<file path="src/rtl/reverb_tap_sequencer_if.sv">
// Control, register and core-side signals of the reverb tap sequencer.
// The master side is the register block plus FIR core. The slave side is the sequencer.
interface reverb_tap_sequencer_if #(
  parameter int G_NUM_TAPS_LOG2 = 4,
  parameter int G_TAP_WIDTH     = 16
);
  logic                       cfg_wr_en;
  logic [G_NUM_TAPS_LOG2-1:0] cfg_wr_addr;
  logic [G_TAP_WIDTH-1:0]     cfg_wr_data;
  logic                       cfg_wr_ready;
  logic                       user_bypass;
  logic                       load_start;
  logic                       load_busy;
  logic                       load_done;
  logic                       load_err;
  logic                       core_enable;
  logic                       core_bypass;
  logic [G_TAP_WIDTH-1:0]     tap_dout;
  logic                       tap_dout_valid;
  logic                       tap_dout_ready;
  logic                       tap_done;

  modport master (
    output cfg_wr_en, cfg_wr_addr, cfg_wr_data, user_bypass, load_start,
           tap_dout_ready, tap_done,
    input  cfg_wr_ready, load_busy, load_done, load_err, core_enable,
           core_bypass, tap_dout, tap_dout_valid
  );

  modport slave (
    input  cfg_wr_en, cfg_wr_addr, cfg_wr_data, user_bypass, load_start,
           tap_dout_ready, tap_done,
    output cfg_wr_ready, load_busy, load_done, load_err, core_enable,
           core_bypass, tap_dout, tap_dout_valid
  );
endinterface

</file>
<file path="src/rtl/reverb_tap_sequencer.sv">
// Reverb FIR tap-load controller. It holds a shadow tap bank and bypasses, drains and flushes the core.
// It then streams all taps into the core and waits for the core's tap_done before releasing the core.
module reverb_tap_sequencer #(
  parameter int G_NUM_TAPS_LOG2 = 4,
  parameter int G_TAP_WIDTH     = 16,
  parameter int G_DRAIN_CYCLES  = 8,
  parameter int G_FLUSH_CYCLES  = 2,
  parameter int G_DONE_TIMEOUT  = 64
) (
  input  logic                  clk,
  input  logic                  reset_n,
  reverb_tap_sequencer_if.slave bus
);

  localparam int N       = 1 << G_NUM_TAPS_LOG2;
  localparam int CNT_M1  = (G_DRAIN_CYCLES > G_FLUSH_CYCLES) ? G_DRAIN_CYCLES : G_FLUSH_CYCLES;
  localparam int CNT_MAX = (CNT_M1 > G_DONE_TIMEOUT) ? CNT_M1 : G_DONE_TIMEOUT;
  localparam int CNT_W   = $clog2(CNT_MAX + 1);

  typedef enum logic [2:0] {
    S_UNLOADED,
    S_RUN,
    S_DRAIN,
    S_FLUSH,
    S_STREAM,
    S_WAIT_DONE
  } state_t;

  state_t                     r_state, w_state_nxt;
  logic [CNT_W-1:0]           r_cnt, w_cnt_nxt;
  logic [G_NUM_TAPS_LOG2-1:0] r_idx, w_idx_nxt;
  logic                       r_drain_en, w_drain_en_nxt;
  logic                       r_load_done, w_load_done_nxt;
  logic                       r_load_err, w_load_err_nxt;
  logic [G_TAP_WIDTH-1:0]     r_shadow [N];

  logic                   w_busy;
  logic                   w_wr_accept;
  logic                   w_core_enable;
  logic                   w_core_bypass;
  logic                   w_tap_valid;
  logic [G_TAP_WIDTH-1:0] w_tap_dout;

  assign w_busy      = (r_state == S_DRAIN) || (r_state == S_FLUSH) ||
                       (r_state == S_STREAM) || (r_state == S_WAIT_DONE);
  assign w_wr_accept = bus.cfg_wr_en && !w_busy;

  // NOTE: storage arrays carry no reset; clearing them would turn the bank into flops and gains nothing.
  always_ff @(posedge clk) begin
    if (w_wr_accept) r_shadow[bus.cfg_wr_addr] <= bus.cfg_wr_data;
  end

  // NOTE: sequential state uses non-blocking assignments so every register samples pre-edge values.
  always_ff @(posedge clk or negedge reset_n) begin
    if (!reset_n) begin
      r_state     <= S_UNLOADED;
      r_cnt       <= '0;
      r_idx       <= '0;
      r_drain_en  <= 1'b0;
      r_load_done <= 1'b0;
      r_load_err  <= 1'b0;
    end else begin
      r_state     <= w_state_nxt;
      r_cnt       <= w_cnt_nxt;
      r_idx       <= w_idx_nxt;
      r_drain_en  <= w_drain_en_nxt;
      r_load_done <= w_load_done_nxt;
      r_load_err  <= w_load_err_nxt;
    end
  end

  // NOTE: every output of this block is defaulted first so no path can infer a latch.
  always_comb begin
    w_state_nxt     = r_state;
    w_cnt_nxt       = r_cnt;
    w_idx_nxt       = r_idx;
    w_drain_en_nxt  = r_drain_en;
    w_load_done_nxt = 1'b0;
    w_load_err_nxt  = r_load_err;
    w_core_enable   = 1'b0;
    w_core_bypass   = 1'b1;
    w_tap_valid     = 1'b0;
    w_tap_dout      = '0;

    unique case (r_state)
      S_UNLOADED, S_RUN: begin
        w_core_enable = (r_state == S_RUN);
        w_core_bypass = (r_state == S_RUN) ? bus.user_bypass : 1'b1;
        if (bus.load_start) begin
          w_state_nxt    = S_DRAIN;
          w_cnt_nxt      = '0;
          w_drain_en_nxt = (r_state == S_RUN);
          w_load_err_nxt = 1'b0;
        end
      end
      S_DRAIN: begin
        // The core keeps its prior enable so samples already inside it drain out.
        w_core_enable = r_drain_en;
        if (r_cnt == CNT_W'(G_DRAIN_CYCLES - 1)) begin
          w_state_nxt = S_FLUSH;
          w_cnt_nxt   = '0;
        end else begin
          w_cnt_nxt = r_cnt + CNT_W'(1);
        end
      end
      S_FLUSH: begin
        if (r_cnt == CNT_W'(G_FLUSH_CYCLES - 1)) begin
          w_state_nxt = S_STREAM;
          w_cnt_nxt   = '0;
          w_idx_nxt   = '0;
        end else begin
          w_cnt_nxt = r_cnt + CNT_W'(1);
        end
      end
      S_STREAM: begin
        w_core_enable = 1'b1;
        w_tap_valid   = 1'b1;
        w_tap_dout    = r_shadow[r_idx];
        if (bus.tap_dout_ready) begin
          w_idx_nxt = r_idx + G_NUM_TAPS_LOG2'(1);
          if (r_idx == '1) begin
            w_state_nxt = S_WAIT_DONE;
            w_cnt_nxt   = '0;
          end
        end
      end
      S_WAIT_DONE: begin
        w_core_enable = 1'b1;
        if (bus.tap_done) begin
          w_state_nxt     = S_RUN;
          w_load_done_nxt = 1'b1;
        end else if (r_cnt == CNT_W'(G_DONE_TIMEOUT - 1)) begin
          w_state_nxt    = S_UNLOADED;
          w_load_err_nxt = 1'b1;
        end else begin
          w_cnt_nxt = r_cnt + CNT_W'(1);
        end
      end
      default: w_state_nxt = S_UNLOADED;
    endcase
  end

  assign bus.cfg_wr_ready   = !w_busy;
  assign bus.load_busy      = w_busy;
  assign bus.load_done      = r_load_done;
  assign bus.load_err       = r_load_err;
  assign bus.core_enable    = w_core_enable;
  assign bus.core_bypass    = w_core_bypass;
  assign bus.tap_dout       = w_tap_dout;
  assign bus.tap_dout_valid = w_tap_valid;

endmodule

</file>
<file path="src/flat_wrapper.sv">
// flat-port wrapper written by rule: the top's interface ports become plain ports
module reverb_tap_sequencer_flat 
#(
  parameter int G_NUM_TAPS_LOG2 = 4,
  parameter int G_TAP_WIDTH     = 16,
  parameter int G_DRAIN_CYCLES  = 8,
  parameter int G_FLUSH_CYCLES  = 2,
  parameter int G_DONE_TIMEOUT  = 64
)
  (clk, reset_n, bus_cfg_wr_en, bus_cfg_wr_addr, bus_cfg_wr_data, bus_user_bypass, bus_load_start, bus_tap_dout_ready, bus_tap_done, bus_cfg_wr_ready, bus_load_busy, bus_load_done, bus_load_err, bus_core_enable, bus_core_bypass, bus_tap_dout, bus_tap_dout_valid);
  reverb_tap_sequencer_if #(.G_NUM_TAPS_LOG2(G_NUM_TAPS_LOG2), .G_TAP_WIDTH(G_TAP_WIDTH)) bus_i ();
  input  logic clk;
  input  logic reset_n;
  input wire logic [$bits(bus_i.cfg_wr_en)-1:0] bus_cfg_wr_en;
  input wire logic [$bits(bus_i.cfg_wr_addr)-1:0] bus_cfg_wr_addr;
  input wire logic [$bits(bus_i.cfg_wr_data)-1:0] bus_cfg_wr_data;
  input wire logic [$bits(bus_i.user_bypass)-1:0] bus_user_bypass;
  input wire logic [$bits(bus_i.load_start)-1:0] bus_load_start;
  input wire logic [$bits(bus_i.tap_dout_ready)-1:0] bus_tap_dout_ready;
  input wire logic [$bits(bus_i.tap_done)-1:0] bus_tap_done;
  output wire logic [$bits(bus_i.cfg_wr_ready)-1:0] bus_cfg_wr_ready;
  output wire logic [$bits(bus_i.load_busy)-1:0] bus_load_busy;
  output wire logic [$bits(bus_i.load_done)-1:0] bus_load_done;
  output wire logic [$bits(bus_i.load_err)-1:0] bus_load_err;
  output wire logic [$bits(bus_i.core_enable)-1:0] bus_core_enable;
  output wire logic [$bits(bus_i.core_bypass)-1:0] bus_core_bypass;
  output wire logic [$bits(bus_i.tap_dout)-1:0] bus_tap_dout;
  output wire logic [$bits(bus_i.tap_dout_valid)-1:0] bus_tap_dout_valid;
  assign bus_i.cfg_wr_en = bus_cfg_wr_en;
  assign bus_i.cfg_wr_addr = bus_cfg_wr_addr;
  assign bus_i.cfg_wr_data = bus_cfg_wr_data;
  assign bus_i.user_bypass = bus_user_bypass;
  assign bus_i.load_start = bus_load_start;
  assign bus_i.tap_dout_ready = bus_tap_dout_ready;
  assign bus_i.tap_done = bus_tap_done;
  assign bus_cfg_wr_ready = bus_i.cfg_wr_ready;
  assign bus_load_busy = bus_i.load_busy;
  assign bus_load_done = bus_i.load_done;
  assign bus_load_err = bus_i.load_err;
  assign bus_core_enable = bus_i.core_enable;
  assign bus_core_bypass = bus_i.core_bypass;
  assign bus_tap_dout = bus_i.tap_dout;
  assign bus_tap_dout_valid = bus_i.tap_dout_valid;
  reverb_tap_sequencer #(.G_NUM_TAPS_LOG2(G_NUM_TAPS_LOG2), .G_TAP_WIDTH(G_TAP_WIDTH), .G_DRAIN_CYCLES(G_DRAIN_CYCLES), .G_FLUSH_CYCLES(G_FLUSH_CYCLES), .G_DONE_TIMEOUT(G_DONE_TIMEOUT)) u_core (.clk(clk), .reset_n(reset_n), .bus(bus_i));
endmodule
</file>
<file path="config.mk">
export PLATFORM = sky130hd
export DESIGN_NAME = reverb_tap_sequencer_flat
export DESIGN_NICKNAME = d
export VERILOG_FILES = /design/src/rtl/reverb_tap_sequencer_if.sv /design/src/rtl/reverb_tap_sequencer.sv /design/src/flat_wrapper.sv
export SDC_FILE = /design/constraint.sdc
export NUM_CORES = 1
export LEC_CHECK = 0
export BUFFER_PORTS_ARGS = -buffer_cell sky130_fd_sc_hd__clkbuf_2
export CORE_ASPECT_RATIO = 0.5
export CORE_UTILIZATION = 50
export DETAILED_ROUTE_END_ITERATION = 6
export GPL_ROUTABILITY_DRIVEN = 0
export GPL_TIMING_DRIVEN = 0
export HOLD_SLACK_MARGIN = 0.03
export PLACE_DENSITY = 0.67
export SETUP_SLACK_MARGIN = 0.3
export SLEW_MARGIN = 40
export SYNTH_ARGS = -nofsm -noshare
export SYNTH_HDL_FRONTEND = slang
export SYNTH_SLANG_ARGS = --single-unit
</file>
<file path="constraint.sdc">
create_clock -name clk -period 4.6 [get_ports clk]
set_input_delay 0.92 -clock clk [delete_from_list [all_inputs] [get_ports clk]]
set_output_delay 0.92 -clock clk [all_outputs]
set_load 0.05 [all_outputs]
</file>
# [Word level (Yosys, flattened, before mapping)]
# Memories as Yosys holds them, arrays and structs flattened.
# Index checks and enable logic that the tools add are counted.
[classes] muxes=32 n_reduce_logical=16 eq_ne=18 addsub=2
[ops] operator="7-bit two-way mux" count=7
[ops] operator="7-bit one-hot mux with 5 select lines" count=1
[ops] operator="3-bit two-way mux" count=7
[ops] operator="16-bit two-way mux" count=1
[ops] operator="2-bit inequality test, second input constant" count=8
[ops] operator="3-bit one-hot mux with 5 select lines" count=1
[ops] operator="6-bit AND reduction" count=2
[ops] operator="1-bit two-way mux" count=10
[ops] operator="4-bit two-way mux" count=2
[ops] operator="4-bit one-hot mux with 2 select lines" count=1
[ops] operator="7-bit by 1-bit adder with 7-bit output, second input constant" count=1
[ops] operator="7-bit by 1-bit equality test with 1-bit output, second input constant" count=1
[ops] operator="7-bit by 3-bit equality test with 1-bit output, second input constant" count=1
[ops] operator="7-bit by 6-bit equality test with 1-bit output, second input constant" count=1
[ops] operator="3-bit by 2-bit equality test with 1-bit output, second input constant" count=2
[ops] operator="3-bit equality test, second input constant" count=2
[ops] operator="5-bit nonzero test" count=1
[ops] operator="4-bit by 1-bit adder with 4-bit output, second input constant" count=1
[ops] operator="4-bit equality test, second input constant" count=1
[ops] operator="4-bit AND reduction" count=1
[ops] operator="2-bit nonzero test" count=2
[ops] operator="2-bit OR reduction" count=2
[ops] operator="3-bit by 1-bit equality test with 1-bit output, second input constant" count=1
[ops] operator="3-bit logical NOT" count=1
[ops] operator="other kinds (8)" count=10
[totals] in_bits=27 word_cells=75 output_inout_bits=23 mem_bits_rw=256 memories=1 register_bits=17
[memory_table] name="u_core.r_shadow" words=16 width=16 read_ports=1 rd_clocked_by_memory_dff=0 write_ports=1 line="reverb_tap_sequencer.sv:35" text="logic [G_TAP_WIDTH-1:0] r_shadow [N];"

# [Longest topological paths before layout]
# Gate-level depths: netlist (run 1).
[depth] depth_word=8 mapped_depth=8

# [Least setup slack after synthesis (run 1)]
# Ideal clock, no wire load.
[synth_timing] path_kind="reg2reg" startpoint="register u_core.r_state[1]" endpoint="memory u_core.r_shadow[0][0] (enable)" required_time_ns=4.191 t_arrival_ns=3.162 synth_period_minus_slack_ns=3.571 n_path_buf=1 slack_ns=1.029 path_stages_with_launch=8 path_cell_list="dfrtp_1 -> buf_4 -> inv_1 -> ha_1 -> inv_1 -> nand2_1 -> or3_1 -> nor3_1"
[synth_via] elab_chain_cells=8 word_cells_on_any_way=11 classes_between="eq/ne: 4; mux: 2; reduce/logical: 5"
[synth_lines] item="from (decl)" line="reverb_tap_sequencer.sv:29" text="state_t r_state, w_state_nxt;"
[synth_lines] item="from (signal assigned)" line="reverb_tap_sequencer.sv:63" text="r_state <= w_state_nxt;"
[synth_lines] item="3-bit by 2-bit equality test with 1-bit output" line="reverb_tap_sequencer.sv:44" text="assign w_busy = (r_state == S_DRAIN) || (r_state == S_FLUSH) ||"
[synth_lines] item="1-bit logical OR (2 in a row)" line="reverb_tap_sequencer.sv:44"
[synth_lines] item="1-bit logical OR *" line="reverb_tap_sequencer.sv:45" text="(r_state == S_STREAM) || (r_state == S_WAIT_DONE);"
[synth_lines] item="via bus_load_busy" line="flat_wrapper.sv:22" text="output wire logic [$bits(bus_i.load_busy)-1:0] bus_load_busy;"
[synth_lines] item="1-bit logical NOT *"
[synth_lines] item="via bus_cfg_wr_ready" line="flat_wrapper.sv:21" text="output wire logic [$bits(bus_i.cfg_wr_ready)-1:0] bus_cfg_wr_ready;"
[synth_lines] item="1-bit logical AND *" line="reverb_tap_sequencer.sv:46" text="assign w_wr_accept = bus.cfg_wr_en && !w_busy;"
[synth_lines] item="1-bit two-way mux *" line="reverb_tap_sequencer.sv:50" text="if (w_wr_accept) r_shadow[bus.cfg_wr_addr] <= bus.cfg_wr_data;"
[synth_lines] item="1-bit two-way mux (implied by the code) *" line="reverb_tap_sequencer.sv:50"
[synth_lines] item="to (decl)" line="reverb_tap_sequencer.sv:35"
# The timed path passes the listed nets; every way through them passes the cells marked *.

# [Worst setup path in the final report (run 1)]
[layout_timing] startpoint="register u_core.r_idx[0]" endpoint="output port bus_tap_dout[6]"
[layout_via] elab_chain_cells=2
[layout_lines] item="from (decl)" line="reverb_tap_sequencer.sv:31" text="logic [G_NUM_TAPS_LOG2-1:0] r_idx, w_idx_nxt;"
[layout_lines] item="from (signal assigned)" line="reverb_tap_sequencer.sv:65" text="r_idx <= w_idx_nxt;"
[layout_lines] item="memory read 16 x 16 bit"
[layout_lines] item="16-bit two-way mux" line="reverb_tap_sequencer.sv:85" text="unique case (r_state)"
[layout_lines] item="to (decl)" line="flat_wrapper.sv:27" text="output wire logic [$bits(bus_i.tap_dout)-1:0] bus_tap_dout;"
# Every way passes these cells.

==> flow_summary_export.csv, run 1 <==
group,metric,value,unit
critical_path,arrival,2940,ps
layout,diodes,0,
critical_path,cp-end-kind,"output pin",
critical_path,cp-startpoint,"u_core.r_idx[0]",
power,switchingPower,0.001970,W
grt,antenna_found_initial,0,
sta,slew_violations,0,
clock_tree,cts_hold_buf,0,
layout,layout-drive-gt1-share,31.26,%
clock_tree,tritoncts,"yes",
placement,dpl.hpwl,14.37,mm
drt,wl,21.88,mm
critical_path,cp_top_family,"buffers and inverters",
critical_path,path_common_cell,"buf_6",
floorplanning,die_w,211.0,um
grt,gr-total-overflow,0,
logic_synthesis,yosysWarningCount,0,
sta,post-route-period-util,83.98,%
drt,antenna_left,0,
clock_tree,clock_sinks,273,
grt,grt_pass1_wl,32.86,mm
logic_synthesis,synth_edf_count,256,
power,p_leak,4.158,nW
critical_path,crit_chain,"clkbuf_1, buf_6, buf_6, mux4_2, mux2i_1, o22ai_1, clkbuf_2",
clock_tree,clk_path_buf_depth,3,
floorplanning,io_pins,50,
layout,seq_area,8113,um^2
grt,first_global_vias,5565,
sta,clock.fmax,258.9,MHz
sta,finalCriticalPeriod,3863,ps
outcome,status,"finished clean",
critical_path,crit_fanout,10,
sta,rsz0062_at_grt,"false",
logic_synthesis,synth_top_area_share,70.43,%
logic_synthesis,yosysTopAreaCell,"edfxtp_1",
grt,grt_start_max_net_pins,18,
power,power.density,531.6,nW/um^2
critical_path,path_class,"flip-flop to output pin",
logic_synthesis,synthDistinctLibCells,48,
power,internal_power,0.004691,W
drt,first_pass_iters,5,
critical_path,startpoint_type,"flip-flop",
logic_synthesis,synthTopCellsByArea,"edfxtp_1 (70%), mux4_2 (13%), dfrtp_1 (3.9%)",
drt,drtIter0Drc,658,
clock_tree,insertion_delay,540,ps
layout,layoutNonFillerInstCount,935,
floorplanning,dieArea,22460,um^2
layout,fin_nets,659,
critical_path,slowest_delay,520,ps
power,swShare,29.58,%
drt,vias,5459,
layout,final_core_util,59.75,%
job,max_cap_viol_count,0,
power,ir_drop,316.3,uV
sta,fin_hold_ws,329.8,ps
logic_synthesis,netlist_instances,536,
critical_path,reg2reg_from,"u_core.r_state[1]",
grt,track_usage,20.34,%
logic_synthesis,synth_flop_cell,"edfxtp_1",
critical_path,crit_path_top_delay_cell,"mux4_2",
placement,port_buffers,49,
sta,fin_tns_setup,0,ps
critical_path,path_buf_inv,4,
clock_tree,cts_buffers,24,
drt,post_drt_via_cell_ratio,5.839,
logic_synthesis,async_reset_ff_share,6.227,%
clock_tree,post_cts_buffers,0,
clock_tree,cts.htree.levels,1,
floorplanning,die_y,106.5,um
drt,wire_per_inst,23.40,um
floorplanning,core_region_area,20970,um^2
clock_tree,clockRootBuffer,"clkbuf_16",
sta,setup_violations,0,
logic_synthesis,yosysSeqAreaShare,74.32,%
sta,finalHoldViolations,0,
power,combinationalPowerShare,27.6,%
sta,worst_pin_slew,810.1,ps
layout,area_growth,14.79,%
power,clkPwrFrac,29.5,%
logic_synthesis,syn_nets,570,
clock_tree,clk_pin_slew,70,ps
layout,multi_input_area,2731,um^2
placement,place_inst,891,
drt,drc,0,
logic_synthesis,ys_ff_latch,273,
power,seqPwrFrac,42.9,%
critical_path,worst_ep_required_time,3680,ps
sta,relSlewSlack,46.00,%
min_path,min_path_type,"input port to async pin",
layout,fillers,1502,
logic_synthesis,syn-cell-area,10920,um^2
sta,fin_skew,24.18,ps
logic_synthesis,synth.avg_cell_area,20.36,um^2
floorplanning,rows,37,
clock_tree,cts_resized,0,
floorplanning,start_util,52.05,%
[final cells by class]
type,instances,share of cell area [%]
sequential,273,64.75
multi-input combinational,231,21.80
clock buffer,32,5.033
timing repair buffer,63,2.986
tap,292,2.916
buffer,26,1.268
clock inverter,12,1.069
inverter,6,0.1797
[path summary, 6_finish.rpt]
path                       cells after the start  slack (ps)               endpoint
min in group clk                               1         510      u_core.r_drain_en
hold / removal                                 1         330   u_core.bus.load_done
setup / recovery                               7         740        bus_tap_dout[6]
max in group asynchronous                      1        3960      u_core.r_state[1]
setup reg to reg                               8        1810  u_core.r_shadow[0][4]
hold reg to reg                                1         510      u_core.r_drain_en
[cell usage after synthesis, drive strengths merged, types with 7 or more instances]
| master | n |
|---|---|
| o21ai | 11 |
| o22ai | 16 |
| nor2 | 21 |
| mux4 | 64 |
| dfrtp | 17 |
| clkbuf | 10 |
| nand2 | 17 |
| edfxtp | 256 |
| ha | 7 |
| buf | 16 |
| mux2i | 32 |
| nor3 | 8 |
[flip-flops by register name, summed over array words and instances (netlist names)]
signal,cells
u_core.r_shadow,256
u_core.r_cnt,7
u_core.r_idx,4
u_core.r_state,3
u_core.bus.load_done,1
u_core.bus.load_err,1
u_core.r_drain_en,1
[power by group through the flow]
stage | clock (W) | sequential (W) | combinational (W)
final | 0.00196 | 0.00286 | 0.00184
after floorplan | 0 | 0.00290 | 0.00137
after global placement | 0 | 0.00291 | 0.00181
after CTS | 0.00199 | 0.00286 | 0.00187
after detailed placement | 0 | 0.00291 | 0.00186
after global routing | 0.00210 | 0.00287 | 0.00198
[cell families (layout without fill, tap and decap cells)]
family	Yosys count	in the layout	synth area share, %
buffers and inverters	32	139	1.662
XOR/XNOR	1	1	0.08025
flip-flops	273	273	74.32
AND/OR/NAND/NOR	72	72	3.416
multiplexers	98	98	16.35
adder cells (fa/ha/maj)	7	7	0.8023
AO/OA/AOI/OAI	53	53	3.370
[cell usage in the layout, fill, tap and decap left out, drive strengths merged, types with 3 or more instances in the layout]
cell    synthesis  routed
nor3            8       8
edfxtp        256     256
a21oi           4       4
a22o            3       3
a21o            5       5
ha              7       7
dfrtp          17      17
nand2          17      17
clkbuf         10      91
nand3           5       5
nand2b          4       4
o22ai          16      16
mux2i          32      32
and3b           3       3
nor2b           3       3
o21ai          11      11
nor2           21      21
clkinv          0      10
buf            16      30
mux4           64      64
inv             6       6
[stage by stage]
step	total power, W	setup slack [ps]	cell area (um^2)
5_1_grt	0.006941	629.6	12530
3_3_place_gp	0.004716	527.4	11530
4_1_cts	0.006718	761.3	12530
2_1_floorplan	0.004271	1029	10920
6_report	0.006661	736.9	12530
3_5_place_dp	0.004774	1331	11770
[layer usage]
layer	track usage (%)	share of wire, %
met5	0	0
met4	4.917	1.8
met3	3.368	6.1
met2	33.24	48
met1	28.93	44
[worst register-to-register path: cells and delay by family, from the launching register on]
kind | cells | cell delay, ps
and+or+nand+nor | 3 | 1010
buffers and inverters | 4 | 790
DFF | 1 | 370
adders and majority gates | 1 | 320
(Power assumes the default switching activity.)
==> inputs of run 2 (changes only) <==
--- a/config.mk
+++ b/config.mk
@@ -12,7 +12,7 @@
 export GPL_ROUTABILITY_DRIVEN = 0
 export GPL_TIMING_DRIVEN = 0
 export HOLD_SLACK_MARGIN = 0.03
-export PLACE_DENSITY = 0.67
+export PLACE_DENSITY = 0.7
 export SETUP_SLACK_MARGIN = 0.3
 export SLEW_MARGIN = 40
 export SYNTH_ARGS = -nofsm -noshare
==> constraint.sdc (replaced) <==
create_clock -name clk -period 3.4 [get_ports clk]
set_input_delay 0.68 -clock clk [delete_from_list [all_inputs] [get_ports clk]]
set_output_delay 0.68 -clock clk [all_outputs]
set_load 0.05 [all_outputs]
==> run 2 against run 1 <==
Against the previous run: wire length is 7.5% higher; largest cell class unchanged; clock power rose by 44%; power increased by 49%; sequential power increased by 35%; clock skew decreased by 14 ps; largest power group unchanged.
==> flow_summary_export.csv, run 2 (synthesis results as in run 1) <==
group,metric,value,unit
critical_path,crit_path_top_delay_cell,"mux4_2",
clock_tree,tritoncts,"yes",
sta,fin_tns_setup,0,ps
drt,wl,23.52,mm
power,ir_drop,446.4,uV
layout,largest_reg_flops,256,
grt,track_usage,21.86,%
critical_path,startpoint_type,"flip-flop",
grt,grt_use_met1,31.34,%
placement,port_buffers,49,
floorplanning,die_w,211.0,um
clock_tree,clk_pin_slew,70,ps
drt,antenna_left,0,
layout,multi_input_area,2954,um^2
power,switchingPower,0.002966,W
sta,finalHoldViolations,0,
power,combinationalPowerShare,32.8,%
grt,gr-total-overflow,0,
grt,met3_usage,4.136,%
job,max_cap_viol_count,0,
grt,gr-usage-met2,35.03,%
layout,layout_common_cells,"edfxtp_1 (256), mux4_2 (64), clkbuf_2 (36)",
clock_tree,cts_buffers,24,
floorplanning,rows,37,
layout,seq_area,8113,um^2
outcome,status,"finished clean",
layout,area_growth,21.97,%
critical_path,reg2reg_from,"u_core.r_state[1]",
layout,fin_nets,671,
sta,fin_skew,10.61,ps
grt,grt_start_max_net_pins,18,
layout,final_core_util,63.49,%
sta,post-route-period-util,91.45,%
power,clkPwrFrac,28.3,%
drt,vias,5636,
sta,slew_violations,0,
grt,grt_pass1_wl,35.23,mm
drt,post_drt_via_cell_ratio,5.951,
sta,finalCriticalPeriod,3109,ps
power,internal_power,0.006977,W
clock_tree,clk_path_buf_depth,3,
layout,reg_top3,"u_core.r_shadow x256, u_core.r_cnt x7, u_core.r_idx x4",
sta,setup_violations,0,
layout,final_common_cell,"edfxtp_1",
critical_path,cp_top_family,"multiplexers",
clock_tree,cts_hold_buf,0,
critical_path,r2r_end,"u_core.r_shadow[3][4]",
floorplanning,die_y,106.5,um
power,seqPwrFrac,38.9,%
clock_tree,clockRootBuffer,"clkbuf_16",
sta,relSlewSlack,59.63,%
critical_path,cp-end-kind,"output pin",
critical_path,worst_ep_required_time,2720,ps
placement,dpl.hpwl,14.20,mm
critical_path,path_class,"flip-flop to output pin",
critical_path,crit_fanout,5,
power,swShare,29.83,%
layout,top_register,"u_core.r_shadow",
power,finalPower,0.009943,W
grt,busiest_layer,"met2",
floorplanning,core_region_area,20970,um^2
drt,drc,0,
layout,diodes,0,
critical_path,slowest_delay,550,ps
sta,rsz0062_at_grt,"true",
critical_path,ff2ff_setup_slack,560,ps
clock_tree,cts.htree.levels,1,
grt,antenna_found_initial,0,
floorplanning,dieArea,22460,um^2
drt,drtIter0Drc,684,
drt,first_pass_iters,5,
layout,fillers,1360,
critical_path,worst-r2r-cell-count,7,
critical_path,arrival,2430,ps
layout,layout-drive-gt1-share,39.54,%
clock_tree,insertion_delay,520,ps
power,power.density,746.8,nW/um^2
clock_tree,clock_sinks,273,
critical_path,crit_chain,"buf_8, buf_16, buf_16, mux4_2, mux2i_4, o22ai_2, buf_8",
sta,setup_ws,290.7,ps
placement,dp_slack,407.8,ps
floorplanning,io_pins,50,
drt,wire_per_inst,24.83,um
power,p_leak,4.409,nW
min_path,min_path_type,"input port to async pin",
grt,first_global_vias,5645,
sta,worst_pin_slew,604.1,ps
sta,clock.fmax,321.6,MHz
floorplanning,start_util,52.05,%
critical_path,path_buf_inv,4,
==> run 2: power groups by stage <==
stage	Sequential, W	Combinational [W]	Clock, W
finish	0.00387	0.00326	0.00282
global route	0.00388	0.00343	0.00297
CTS	0.00387	0.00303	0.00286
detailed placement	0.00394	0.00253	0
global placement	0.00393	0.00245	0
floorplan	0.00393	0.00185	0
==> run 2: cell type report <==
cell class	instances	area share [%]
Clock inverter	19	1.579
Timing Repair Buffer	75	5.780
Inverter	6	0.1692
Buffer	26	2.067
Clock buffer	25	4.539
Tap cell	292	2.744
Multi-Input combinational cell	231	22.19
Sequential cell	273	60.93
==> run 2: routing by layer <==
metal | vias to the layer above | part of all wire [%]
met2 | 227 | 48
met4 | 0 | 1.8
li1 | 2423 | -
met3 | 34 | 7.1
met5 | - | 0
met1 | 2952 | 43
==> run 2: how the worst max path moves through the flow <==
stage / startpoint / end / slack, ps / cells after the start
CTS: u_core.r_idx[0] / bus_tap_dout[13] / 230 / 7
global placement: u_core.r_state[1] / u_core.r_shadow[8][15] / -6 / 7
global route: u_core.r_idx[0] / bus_tap_dout[1] / 230 / 7
detailed placement: u_core.r_idx[1] / bus_tap_dout[15] / 410 / 6
finish: u_core.r_idx[0] / bus_tap_dout[8] / 290 / 7
floorplan: u_core.r_state[1] / bus_tap_dout[10] / 250 / 5
==> run 2: worst register-to-register path, stage by stage, from the launching register on <==
cell and delay (ps):
dfrtp_1 380, buf_4 180, inv_1 90, ha_1 340, inv_1 240, nand4_1 470, nor3_4 580, buf_6 260
==> run 2: metrics by stage <==
step | instance area [um^2] | std cells | hold WS (ps)
floorplan | 10940 | 536 | 384.4
global placement | 11550 | 877 | 490.1
detailed placement | 11800 | 887 | 495.6
CTS | 13120 | 944 | 92.50
global route | 13310 | 947 | 113.3
finish | 13310 | 947 | 82.69
==> run 2: repair_timing <==
action | 4_1_cts | 5_1_grt
buffers inserted | 9 | 2
pin swaps | 3 | 8
gates cloned | 4 | 1
setup endpoints to repair | 16 | 16
gates resized for setup | 85 | 46
==> inputs of run 3 (changes only) <==
--- a/config.mk
+++ b/config.mk
@@ -12,7 +12,7 @@
 export GPL_ROUTABILITY_DRIVEN = 0
 export GPL_TIMING_DRIVEN = 0
 export HOLD_SLACK_MARGIN = 0.03
-export PLACE_DENSITY = 0.7
+export PLACE_DENSITY = 0.8
 export SETUP_SLACK_MARGIN = 0.3
 export SLEW_MARGIN = 40
 export SYNTH_ARGS = -nofsm -noshare
==> run 3 against run 2 <==
Against the previous run: sequential share of layout area grew 1.6 points; critical path depth up 1; combinational power decreased by 9.2%; flip-flop and latch count is the same; largest power group unchanged; power is 5.2% lower; clock skew grew 8.3 ps; die area unchanged; cell count is 0.63% lower; worst hold slack better by 7.0 ps; worst setup slack lost 57 ps; via count rose by 2.1%; count of clock-buffer cells in the layout grew 10.
==> flow_summary_export.csv, run 3 (synthesis results as in run 1) <==
group,metric,value,unit
critical_path,crit_fanout,7,
clock_tree,cts.htree.levels,1,
floorplanning,die_w,211.0,um
layout,seq_area,8113,um^2
clock_tree,clk_path_buf_depth,3,
floorplanning,rows,37,
floorplanning,dieArea,22460,um^2
sta,slew_violations,0,
placement,dpl.hpwl,14.46,mm
min_path,min_path_type,"input port to async pin",
critical_path,cp-end-kind,"output pin",
sta,fin_tns_setup,0,ps
power,internal_power,0.006584,W
critical_path,crit_chain,"buf_8, buf_12, buf_12, buf_4, mux4_2, mux2i_4, o22ai_2, buf_8",
floorplanning,start_util,52.05,%
drt,post_drt_via_cell_ratio,6.114,
drt,antenna_left,0,
drt,wire_per_inst,25.78,um
sta,finalHoldViolations,0,
layout,area_growth,18.84,%
layout,diodes,0,
power,seqPwrFrac,41.1,%
outcome,status,"finished clean",
sta,clock.fmax,315.8,MHz
layout,fillers,1330,
sta,setup_violations,0,
power,combinationalPowerShare,31.4,%
clock_tree,cts_buffers,24,
layout,top_register,"u_core.r_shadow",
clock_tree,tritoncts,"yes",
power,p_leak,4.293,nW
grt,antenna_found_initial,0,
floorplanning,io_pins,50,
critical_path,path_class,"flip-flop to output pin",
layout,layoutNonFillerInstCount,941,
layout,final_common_cell,"edfxtp_1",
drt,wl,24.26,mm
sta,post-route-period-util,93.14,%
layout,multi_input_area,2874,um^2
drt,drc,0,
critical_path,crit_path_top_delay_cell,"mux4_2",
power,swShare,30.15,%
sta,setup_ws,233.4,ps
power,power.density,726.5,nW/um^2
critical_path,arrival,2490,ps
sta,rsz0062_at_grt,"true",
drt,drtIter0Drc,838,
job,max_cap_viol_count,0,
power,ir_drop,376.4,uV
placement,place_inst,887,
sta,worst_pin_slew,664.9,ps
clock_tree,clock_sinks,273,
grt,grt_pass1_wl,36.10,mm
layout,fin_nets,666,
sta,fin_skew,18.92,ps
critical_path,slowest_delay,520,ps
critical_path,startpoint_type,"flip-flop",
clock_tree,insertion_delay,540,ps
power,finalPower,0.009425,W
layout,largest_reg_flops,256,
sta,finalCriticalPeriod,3167,ps
power,clkPwrFrac,27.5,%
floorplanning,die_y,106.5,um
drt,vias,5753,
power,switchingPower,0.002841,W
grt,grt_start_max_net_pins,18,
grt,track_usage,22.34,%
grt,first_global_vias,5874,
layout,layout-drive-gt1-share,36.21,%
floorplanning,core_region_area,20970,um^2
layout,reg_top3,"u_core.r_shadow x256, u_core.r_cnt x7, u_core.r_idx x4",
placement,port_buffers,49,
clock_tree,clk_pin_slew,60,ps
clock_tree,clockRootBuffer,"clkbuf_16",
drt,first_pass_iters,5,
placement,dp_slack,439.4,ps
grt,gr-total-overflow,0,
sta,relSlewSlack,55.53,%
critical_path,worst_ep_required_time,2720,ps
layout,layout_common_cells,"edfxtp_1 (256), mux4_2 (64), clkbuf_2 (37)",
==> run 3: cell type report <==
type	instances	area share, %
Buffer	26	1.862
Sequential cell	273	62.54
Inverter	6	0.1736
Multi-Input combinational cell	231	22.15
Timing Repair Buffer	70	4.716
Clock buffer	35	4.948
Tap cell	292	2.816
Clock inverter	8	0.7909
==> run 3: path summary, 6_finish.rpt <==
path	from	end	slack [ps]	cells after the start
max in group asynchronous	reset_n	u_core.r_state[2]	3000	1
max reg2reg	u_core.r_state[1]	u_core.r_shadow[0][1]	480	8
min reg2reg	u_core.r_drain_en	u_core.r_drain_en	510	1
max	u_core.r_idx[0]	bus_tap_dout[2]	230	8
min in group clk	bus_tap_dout_ready	u_core.r_idx[1]	460	3
min	reset_n	u_core.r_cnt[6]	90	1
==> run 3: power by group through the flow <==
stage	Combinational [W]	Sequential, W	Clock (W)
3_3_place_gp	0.00241	0.00393	0
5_1_grt	0.00311	0.00388	0.00273
4_1_cts	0.00285	0.00387	0.00261
3_5_place_dp	0.00248	0.00394	0
2_1_floorplan	0.00185	0.00393	0
6_report	0.00296	0.00388	0.00259
==> run 3: metrics by stage <==
step	hold slack, ps	cell area, um^2	util, %
floorplan	384.4	10940	-
global placement	486.3	11550	55.06
detailed placement	498.5	11790	56.21
CTS	96.50	12900	61.49
global route	114.5	12970	61.86
finish	89.65	12970	61.86
==> run 3: worst max-delay path, delay by kind of cell (launching register included) <==
family / cells / cell delay, ps
mux: 2 / 720
flops: 1 / 390
compound gates: 1 / 150
buf+inv: 5 / 690
==> run 3: routing by layer <==
metal | routed length, um | global-route usage (%) | up-vias
li1 | - | - | 2417
met1 | 9228 | 29.51 | 2947
met2 | 12060 | 37.67 | 327
met3 | 2044 | 3.752 | 62
met4 | 927 | 8.489 | 0
met5 | 0 | 0 | -
==> run 3: repair_timing <==
action,4_1_cts,5_1_grt
cloned,1,0
resized for setup,76,13
hold buffers,0,0
pin swaps,3,1
buffers inserted,5,5
setup endpoints to repair,16,16
